### config.mk
export PLATFORM = sky130hd
export DESIGN_NAME = program_sequencer
export DESIGN_NICKNAME = d
export VERILOG_FILES = /design/src/rtl/program_sequencer.sv
export SDC_FILE = /design/constraint.sdc
export NUM_CORES = 1
export LEC_CHECK = 0
export ABC_CLOCK_PERIOD_IN_PS = 6400
export CORE_MARGIN = 1.5
export CORE_UTILIZATION = 45
export CTS_CLUSTER_SIZE = 40
export DETAILED_ROUTE_END_ITERATION = 10
export GPL_TIMING_DRIVEN = 0
export PLACE_DENSITY_LB_ADDON = 0.25
export SLEW_MARGIN = 5
export SYNTH_ARGS = -nofsm -noshare
export SYNTH_HDL_FRONTEND = slang
export SYNTH_SLANG_ARGS = --single-unit
### constraint.sdc
create_clock -name Clock -period 6.4 [get_ports Clock]
set_clock_uncertainty 0.15 [all_clocks]
set_input_delay 1.28 -clock Clock [delete_from_list [all_inputs] [get_ports Clock]]
set_output_delay 1.28 -clock Clock [all_outputs]
set_load 0.03 [all_outputs]
### src/rtl/program_sequencer.sv
// Instruction sequencer feeding a multicycle processor: small program store,
// one-at-a-time issue with Done handshake, mvi immediate, HALT and timeout.
module program_sequencer #(
   parameter int         ADDR_W     = 5,
   parameter logic [2:0] MVI_OPCODE = 3'b001,
   parameter int         TIMEOUT    = 15
) (
   input  logic              Clock,
   input  logic              Resetn,
   input  logic              Start,
   input  logic              Load_en,
   input  logic [ADDR_W-1:0] Load_addr,
   input  logic [15:0]       Load_data,
   input  logic              Done,
   output logic [15:0]       DIN,
   output logic              Run,
   output logic [ADDR_W-1:0] PC,
   output logic              Busy,
   output logic              Halted,
   output logic              Fault
);

   localparam int DEPTH = 1 << ADDR_W;
   localparam int CNT_W = $clog2(TIMEOUT + 1);
   localparam logic [CNT_W-1:0] CNT_LAST = CNT_W'(TIMEOUT - 1);

   localparam logic [2:0] S_IDLE  = 3'd0;
   localparam logic [2:0] S_FETCH = 3'd1;
   localparam logic [2:0] S_ISSUE = 3'd2;
   localparam logic [2:0] S_WAIT  = 3'd3;
   localparam logic [2:0] S_HALT  = 3'd4;

   logic [2:0]        state;
   logic [CNT_W-1:0]  cnt;
   logic [15:0]       mem [DEPTH];
   logic [15:0]       cur_word;
   logic [15:0]       nxt_word;
   logic [ADDR_W-1:0] pc_inc;
   logic              is_halt;
   logic              is_mvi;

   // Program store is not reset; loads only land while the sequencer is idle.
   always_ff @(posedge Clock) begin
      if (Load_en && !Busy) begin
         mem[Load_addr] <= Load_data;
      end
   end

   assign pc_inc   = PC + ADDR_W'(1);
   assign cur_word = mem[PC];
   assign nxt_word = mem[pc_inc];
   assign is_halt  = (cur_word[15:9] == 7'h7F);
   assign is_mvi   = (DIN[8:6] == MVI_OPCODE);

   assign Busy   = (state == S_FETCH) || (state == S_ISSUE) ||
                   (state == S_WAIT);
   assign Halted = (state == S_HALT);

   always_ff @(posedge Clock or negedge Resetn) begin
      if (!Resetn) begin
         state <= S_IDLE;
         DIN   <= '0;
         PC    <= '0;
         Run   <= 1'b0;
         Fault <= 1'b0;
         cnt   <= '0;
      end else begin
         Run <= 1'b0;
         case (state)
            S_IDLE, S_HALT: begin
               if (Start) begin
                  PC    <= '0;
                  Fault <= 1'b0;
                  state <= S_FETCH;
               end
            end
            S_FETCH: begin
               if (is_halt) begin
                  state <= S_HALT;
               end else begin
                  DIN   <= cur_word;
                  Run   <= 1'b1;
                  state <= S_ISSUE;
               end
            end
            S_ISSUE: begin
               // mvi: immediate follows on DIN during the processor's T1
               if (is_mvi) begin
                  DIN <= nxt_word;
                  PC  <= pc_inc + ADDR_W'(1);
               end else begin
                  PC  <= pc_inc;
               end
               cnt   <= '0;
               state <= S_WAIT;
            end
            S_WAIT: begin
               if (Done) begin
                  state <= S_FETCH;
               end else if (cnt == CNT_LAST) begin
                  Fault <= 1'b1;
                  state <= S_HALT;
               end else begin
                  cnt <= cnt + CNT_W'(1);
               end
            end
            default: state <= S_IDLE;
         endcase
      end
   end

endmodule

; ---- Word level (Yosys, flattened, before mapping)
; Memory sizes are Yosys's and may differ from the RTL's.
; Cells that the tools add are included.
[word_totals]
ff_bits = 30
latch_bits = 0
mem_bits_rw = 512
mem_bits_ro = 0
in_bits = 26
word_cells = 61
n_memories = 1
[op_classes]
n_addsub = 3
n_mul = 0
n_div = 0
order_cmp = 0
n_eq_ne = 14
shift = 0
mux = 22
bitwise = 0
n_reduce_logical = 15
[mem_list]
columns = name, words, word_bits, read_ports, rd_clocked_by_memory_dff, write_ports, line
row1 = mem, 32, 16, 2, 0, 1, 35  ; logic [15:0] mem [DEPTH];
[ops]
columns = op, n
row1 = $mux W16, 2
row2 = $pmux W16 S2, 1
row3 = $mux W3, 4
row4 = $pmux W3 S4, 1
row5 = $add A5 B1 Y5 const B, 2
row6 = $mux W5, 2
row7 = $ne A2 B2 Y1 const B, 5
row8 = $pmux W5 S2, 1
row9 = $mux W4, 2
row10 = $pmux W4 S2, 1
row11 = $reduce_bool A2 Y1, 4
row12 = $eq A7 B7 Y1 const B, 1
row13 = $mux W1, 7
row14 = $eq A3 B1 Y1 const B, 2
row15 = $eq A3 B2 Y1 const B, 2
row16 = $reduce_and A3 Y1, 2
row17 = $add A4 B1 Y4 const B, 1
row18 = $eq A4 B4 Y1 const B, 1
row19 = $reduce_and A2 Y1, 2
row20 = $reduce_and A4 Y1, 1
row21 = $eq A3 B3 Y1 const B, 1
row22 = $logic_not A3 Y1, 1
row23 = $ne A3 B2 Y1 const B, 1
row24 = $logic_or A1 B1 Y1, 2
row25 = 5 further kinds, 5

; ---- Longest topological paths before layout
; Gate-level depths: netlist of the first run.
[logic_depth]
depth_word = 7
ltp_mapped = 18

; ---- Least setup slack after synthesis of the first run
; No wires, ideal clock.
[synth_timing]
kind = register to register
startpoint = register PC[0]
endpoint = register DIN[9]
setup_time_ns = 0.125
t_arrival_ns = 4.446
path_slack_ns = 1.679
path_stages_with_launch = 19
period_less_slack_ns = 4.721
path_cell_list = dfrtp_1 buf_6 clkbuf_8 buf_6 buf_4 buf_4 buf_2 buf_4 buf_2 inv_1 ha_1 clkbuf_1 clkbuf_1 clkbuf_1 mux4_2 mux4_2 o22ai_1 a21oi_1 mux2_4
[synth_via]
elab_chain_cells = 4
[synth_lines]
columns = element, line
row1 = from (decl), 17  ; output logic [ADDR_W-1:0] PC,
row2 = from (signal assigned), 90  ; PC <= pc_inc + ADDR_W'(1);
row3 = from (signal assigned), 92  ; PC <= pc_inc;
row4 = $add A5 B1 Y5 / $mem_v2 Z32 W16 (equally long branches), --
row5 = $mem_v2 Z32 W16 *, --
row6 = $mux W16 / $ne A2 B2 Y1 (equally long branches), --
row7 = $pmux W16 S2 / $reduce_and A3 Y1 (equally long branches), --
row8 = to (signal assigned), 81  ; DIN <= cur_word;
row9 = to (signal assigned), 89  ; DIN <= nxt_word;
row10 = to (decl), 15  ; output logic [15:0] DIN,
; Every way passes the cells marked *; elsewhere a longest branch is shown, timed or not. The select of a mux whose other input is x is not followed.
; A chain may end at the register's enable or synchronous reset.

; ---- Worst setup path after layout of the first run
[layout_timing]
startpoint = register PC[0]
endpoint = register DIN[2]
; Same word-level chain as after synthesis.

==> flow_summary.json, run 1 <==
{
  "die_h_um": 241,
  "cts_setup_buffers": 0,
  "timing.final.ws_setup_ns": 0.128,
  "hold_viol": 0,
  "cp_data_required_time_ns": 6.77,
  "dieArea_um2": 58000,
  "grt_pass1_vias": 15010,
  "whs_path_depth": 1,
  "layout.cells.non_filler": 2269,
  "yosys_warnings": 0,
  "layout-drive-gt1-share": 0.294,
  "synth.most_common_cell": "edfxtp_1",
  "ys_types": 58,
  "grt_overflow_total": 0,
  "ir_drop_mv": 0.271,
  "synth_ff_type": "edfxtp_1",
  "min_period_ns": 6.27,
  "criticalPathCategory": "flip-flop to flip-flop",
  "viasPerCell": 6.65,
  "htree_levels": 2,
  "synth.top_cell.area_share": 0.604,
  "numCtsBuffers": 56,
  "numPortBuffers": 50,
  "drt-total-wl_um": 76700,
  "drtIter0Drc": 2112,
  "yosys-top-cells-count": "edfxtp_1 (512), mux4_2 (215), mux2i_1 (104)",
  "synthesis.area_um2": 25500,
  "clk_pin_slew_ns": 0.07,
  "synth.ff_latch_count": 542,
  "tightest_slew_ns": 1.28,
  "p_total_w": 0.0136,
  "synthTopCellsByArea": "edfxtp_1 (60%), mux4_2 (19%), mux2i_1 (4.1%)",
  "drtAntennaViolNets": 0,
  "synth_edf_count": 512,
  "grt_usage": 0.271,
  "critPathCaptureType": "flip-flop",
  "async_reset_ff_frac": 0.0554,
  "vias": 15098,
  "r2r_setup_slack_ns": 0.13,
  "clk_path_buf_depth": 3,
  "clk_latency_ns": 0.64,
  "status": "finished, final reports clean",
  "cp_max_fo": 10,
  "pre_cts_ws_ns": -0.535,
  "timing.final.crit_share": 0.980,
  "netlist_instances": 1342,
  "io_pins": 51,
  "fp.dieW_um": 241,
  "max_freq_mhz": 159,
  "nets": 1501,
  "total_leakage_power_nw": 9.37,
  "grt_pass1_wl_um": 109000,
  "hp-class": "flip-flop to flip-flop",
  "p_per_area_nw_per_um2": 463,
  "core_area_um2": 56200,
  "area_growth_pct": 15.3,
  "diodes": 0,
  "place_inst": 2169,
  "synth-seq-area-share": 0.633,
  "maxSlewHeadroom": 0.145,
  "grt_max_degree": 33,
  "synth_area_leader_cell": "edfxtp_1",
  "antenna_found_initial": 5,
  "cts_root_buffer": "clkbuf_16",
  "rsz0062_at_grt": "no",
  "cts_tree": "built",
  "slew_violations": 0,
  "start_util": 0.453,
  "first_pass_iters": 5,
  "cts_hold_buffers": 0,
  "startpoint_type": "flip-flop",
  "syn_area_per_cell_um2": 19.0,
  "drc": 0,
  "std_cell_rows": 87,
  "cp.arrival_ns": 6.64,
  "worstRegToRegCells": 18,
  "syn_nets": 1372,
  "gp_congestion": 0.873,
  "clock_sinks": 542,
  "wl_per_cell_um": 33.8,
  "drv_cap": 0,
  "setup_viol": 0,
  "hpwlAfterDp_um": 51400
}
## critical path: stages (launching register included)
cell	delay, ns
dfrtp_1	0.58
buf_6	0.26
clkbuf_8	0.22
buf_6	0.16
buf_4	0.26
buf_4	0.32
buf_2	0.35
buf_4	0.30
buf_2	0.43
inv_1	0.16
ha_1	0.35
clkbuf_1	0.19
clkbuf_2	0.37
buf_2	0.47
mux4_2	0.41
mux4_2	0.57
o22ai_1	0.16
nor2_1	0.11
mux2_2	0.27
## timing repair
item,in CTS,in global routing
endpoints found under the hold margin,0,0
endpoints found under the setup margin,15,9
gates resized for setup,10,9
gates cloned,0,0
## stage by stage
stage	TNS, ns	instance area [um^2]	util	hold WS (ns)
3_5_place_dp	-6.50	27400	0.488	0.330
3_3_place_gp	-5.89	26900	0.479	0.326
6_report	0	29400	0.523	0.342
5_1_grt	0	29400	0.523	0.358
4_1_cts	0	29400	0.523	0.345
2_1_floorplan	0	25500	-	0.359
## power breakdown
part / switching [W] / total (W) / leakage (nW) / internal (W)
Combinational: 0.00349 / 0.00607 / 3.47 / 0.00258
Clock: 0.00141 / 0.00346 / 0.927 / 0.00205
Sequential: 0.0000796 / 0.00407 / 4.97 / 0.00399
Total: 0.00498 / 0.0136 / 9.37 / 0.00862
## per-layer routing
metal,part of all wire,wire (um),global-route usage,vias up
met3,0.10,8030,0.0603,149
met5,0.00066,51,0,-
li1,-,-,-,6013
met4,0.036,2800,0.103,10
met1,0.40,30400,0.383,8008
met2,0.46,35400,0.414,918
## layout by cell type, fill, tap and decap left out, drive strengths merged, types with 10 or more instances in the layout
cell type / n
edfxtp: 512
mux4: 236
clkbuf: 112
mux2i: 104
buf: 77
nor2: 67
clkdlybuf4s50: 49
o221ai: 36
o22ai: 35
a21oi: 32
dfrtp: 30
o21ai: 28
nand2: 25
a22oi: 24
nand3: 23
clkinv: 18
mux2: 14
bufinv: 10
## worst paths after layout
path                                    from                  end
max reg2reg                PC[0]$_DFFE_PN0P_   DIN[2]$_DFFE_PN0P_
min in group asynchronous             Resetn  DIN[13]$_DFFE_PN0P_
min                        Fault$_DFFE_PN0P_    Fault$_DFFE_PN0P_
max in group asynchronous             Resetn   DIN[4]$_DFFE_PN0P_
max                        PC[0]$_DFFE_PN0P_   DIN[2]$_DFFE_PN0P_
min reg2reg                Fault$_DFFE_PN0P_    Fault$_DFFE_PN0P_
## cell type report
cell class,instances,area [um^2]
buffer,102,717
clock buffer,67,1470
clock inverter,33,468
fill,4432,26800
inverter,8,30.0
multi-input combinational,690,8770
sequential,542,16100
tap,756,946
timing repair buffer,71,845
## sequential cells by signal, indices dropped and copies added (netlist names)
name	flops
Fault	1
DIN	16
PC	5
Run	1
cnt	4
mem	512
state	3
## kinds of logic after synthesis
logic type | synth area share
flops | 0.633
mux | 0.260
compound gates | 0.0482
simple gates | 0.0259
buf+inv | 0.0284
xor+xnor | 0.00241
fa+ha+maj | 0.00196
(Power assumes the default switching activity.)
==> run 2: changes to the inputs <==
--- a/config.mk
+++ b/config.mk
@@ -8,6 +8,7 @@
 export ABC_CLOCK_PERIOD_IN_PS = 6400
 export CORE_MARGIN = 1.5
 export CORE_UTILIZATION = 45
+export CTS_BUF_LIST = sky130_fd_sc_hd__clkbuf_8 sky130_fd_sc_hd__clkbuf_16
 export CTS_CLUSTER_SIZE = 40
 export DETAILED_ROUTE_END_ITERATION = 10
 export GPL_TIMING_DRIVEN = 0
==> run 2 against run 1 <==
Compared with the run above: sequential power about the same; worst setup slack better by 0.016 ns; utilization unchanged; cell count unchanged; combinational power about the same; clock power about the same; non-clock buffer count unchanged; sequential cell count unchanged; via count down 0.12%; cell area unchanged; largest cell class unchanged; largest power group unchanged.
==> flow_summary.json, run 2 (synthesis gave the netlist of run 1 again) <==
{
  "drc": 0,
  "diodes": 0,
  "whs_path_depth": 1,
  "regToRegStartpoint": "PC[0]$_DFFE_PN0P_",
  "numPortBuffers": 50,
  "seqPwrFrac": 0.300,
  "start_util": 0.453,
  "power_frac_comb": 0.447,
  "rsz0062_at_grt": "no",
  "r2r_setup_slack_ns": 0.14,
  "hpwlAfterDp_um": 51400,
  "largest-register": "mem",
  "internal-power_w": 0.00860,
  "min_period_ns": 6.26,
  "cts_tree": "built",
  "vias": 15080,
  "die_h_um": 241,
  "dieArea_um2": 58000,
  "std_cell_rows": 87,
  "status": "finished, final reports clean",
  "r2r_end": "DIN[2]$_DFFE_PN0P_",
  "viasPerCell": 6.65,
  "drv_cap": 0,
  "core_area_um2": 56200,
  "hold_path.startpoint": "Fault$_DFFE_PN0P_",
  "wl_per_cell_um": 33.8,
  "drtIter0Drc": 2111,
  "cts_setup_buffers": 0,
  "final_common_cell": "edfxtp_1",
  "drt-total-wl_um": 76600,
  "cp_data_required_time_ns": 6.77,
  "fp.dieW_um": 241,
  "antenna_found_initial": 5,
  "grt_pass1_wl_um": 109000,
  "clkPwrFrac": 0.254,
  "hp-class": "flip-flop to flip-flop",
  "ir_drop_mv": 0.267,
  "hold_viol": 0,
  "clock_sinks": 542,
  "nets": 1501,
  "reg_top3": "mem (512), DIN (16), PC (5)",
  "io_pins": 51,
  "p_switching_w": 0.00498,
  "layout_common_cells": "edfxtp_1 (512), mux4_2 (215), mux2i_1 (104)",
  "timing.final.crit_share": 0.977,
  "cp_max_fo": 10,
  "critPathCaptureType": "flip-flop",
  "worstRegToRegCells": 18,
  "tns_ns": 0,
  "tightest_slew_ns": 1.29,
  "layout.cells.non_filler": 2269,
  "first_pass_iters": 7,
  "place_inst": 2169,
  "slew_violations": 0,
  "p_per_area_nw_per_um2": 462,
  "grt_overflow_total": 0,
  "criticalPathCategory": "flip-flop to flip-flop",
  "startpoint_type": "flip-flop",
  "whs_endpoint": "Fault$_DFFE_PN0P_",
  "area_growth_pct": 15.3,
  "maxSlewHeadroom": 0.143,
  "layout-drive-gt1-share": 0.294,
  "grt_usage": 0.271,
  "max_freq_mhz": 160,
  "fin_hold_ws_ns": 0.342,
  "clk_path_buf_depth": 3,
  "cts_root_buffer": "clkbuf_16",
  "grt_pass1_vias": 15010,
  "drtAntennaViolNets": 0,
  "p_sw_frac": 0.367,
  "total_leakage_power_nw": 9.40,
  "setup_viol": 0,
  "fillers": 4432,
  "htree_levels": 2,
  "grt_max_degree": 33,
  "largest_register_ffs": 512,
  "cp.arrival_ns": 6.62,
  "gp_congestion": 0.873,
  "clk_pin_slew_ns": 0.07,
  "numCtsBuffers": 56,
  "clk_latency_ns": 0.64,
  "p_total_w": 0.0136
}
## run 2: power by group through the flow
stage	logic [W]	clock network, W	registers [W]
after detailed placement	0.00596	0	0.00414
final	0.00607	0.00345	0.00407
after global routing	0.00630	0.00359	0.00408
after CTS	0.00599	0.00347	0.00407
after floorplan	0.00376	0	0.00425
after global placement	0.00591	0	0.00414
## run 2: critical path, cell delays in order, from the launching register on
cell and delay (ns):
dfrtp_1 0.58, buf_6 0.26, clkbuf_8 0.22, buf_6 0.16, buf_4 0.26, buf_4 0.32
buf_2 0.35, buf_4 0.30, buf_2 0.43, inv_1 0.16, ha_1 0.35, clkbuf_1 0.19
clkbuf_2 0.37, buf_2 0.47, mux4_2 0.41, mux4_2 0.57, o22ai_1 0.16, nor2_1 0.11
mux2_2 0.27
## run 2: routing by layer
metal  track usage  wire (um)  up-vias
met2         0.414      35400      899
met1         0.383      30400     8014
li1              -          -     6012
met5             0         51        -
met4         0.103       2780       10
met3        0.0603       7950      145
## run 2: final cells by class
cell class,count,area [um^2],share of cell area
Sequential cell,542,16100,0.549
Multi-Input combinational cell,690,8770,0.299
Clock buffer,59,1440,0.0491
Tap cell,756,946,0.0322
Timing Repair Buffer,71,845,0.0287
Buffer,102,717,0.0244
Clock inverter,41,498,0.0170
Inverter,8,30.0,0.00102
## run 2: worst max-delay path by stage
stage,slack [ns],cells past startpoint,endpoint,startpoint
after floorplan,1.68,18,DIN[9]$_DFFE_PN0P_,PC[0]$_DFFE_PN0P_
after global placement,-0.51,18,DIN[15]$_DFFE_PN0P_,PC[0]$_DFFE_PN0P_
after detailed placement,-0.53,18,DIN[15]$_DFFE_PN0P_,PC[0]$_DFFE_PN0P_
final,0.14,18,DIN[2]$_DFFE_PN0P_,PC[0]$_DFFE_PN0P_
after global routing,0.002,18,DIN[2]$_DFFE_PN0P_,PC[0]$_DFFE_PN0P_
after CTS,0.13,17,DIN[15]$_DFFE_PN0P_,PC[0]$_DFFE_PN0P_
## run 2: what timing repair did
action | 4_1_cts | 5_1_grt
setup endpoints to repair | 15 | 9
hold buffers | 0 | 0
gates resized for setup | 10 | 9
## run 2: stage by stage
| stage | worst slack (ns) | utilization | instance area, um^2 |
|---|---|---|---|
| 3_5_place_dp | -0.535 | 0.488 | 27400 |
| 3_3_place_gp | -0.514 | 0.479 | 26900 |
| 4_1_cts | 0.127 | 0.523 | 29400 |
| 2_1_floorplan | 1.68 | - | 25500 |
| 6_report | 0.145 | 0.523 | 29400 |
| 5_1_grt | 0.00183 | 0.523 | 29400 |
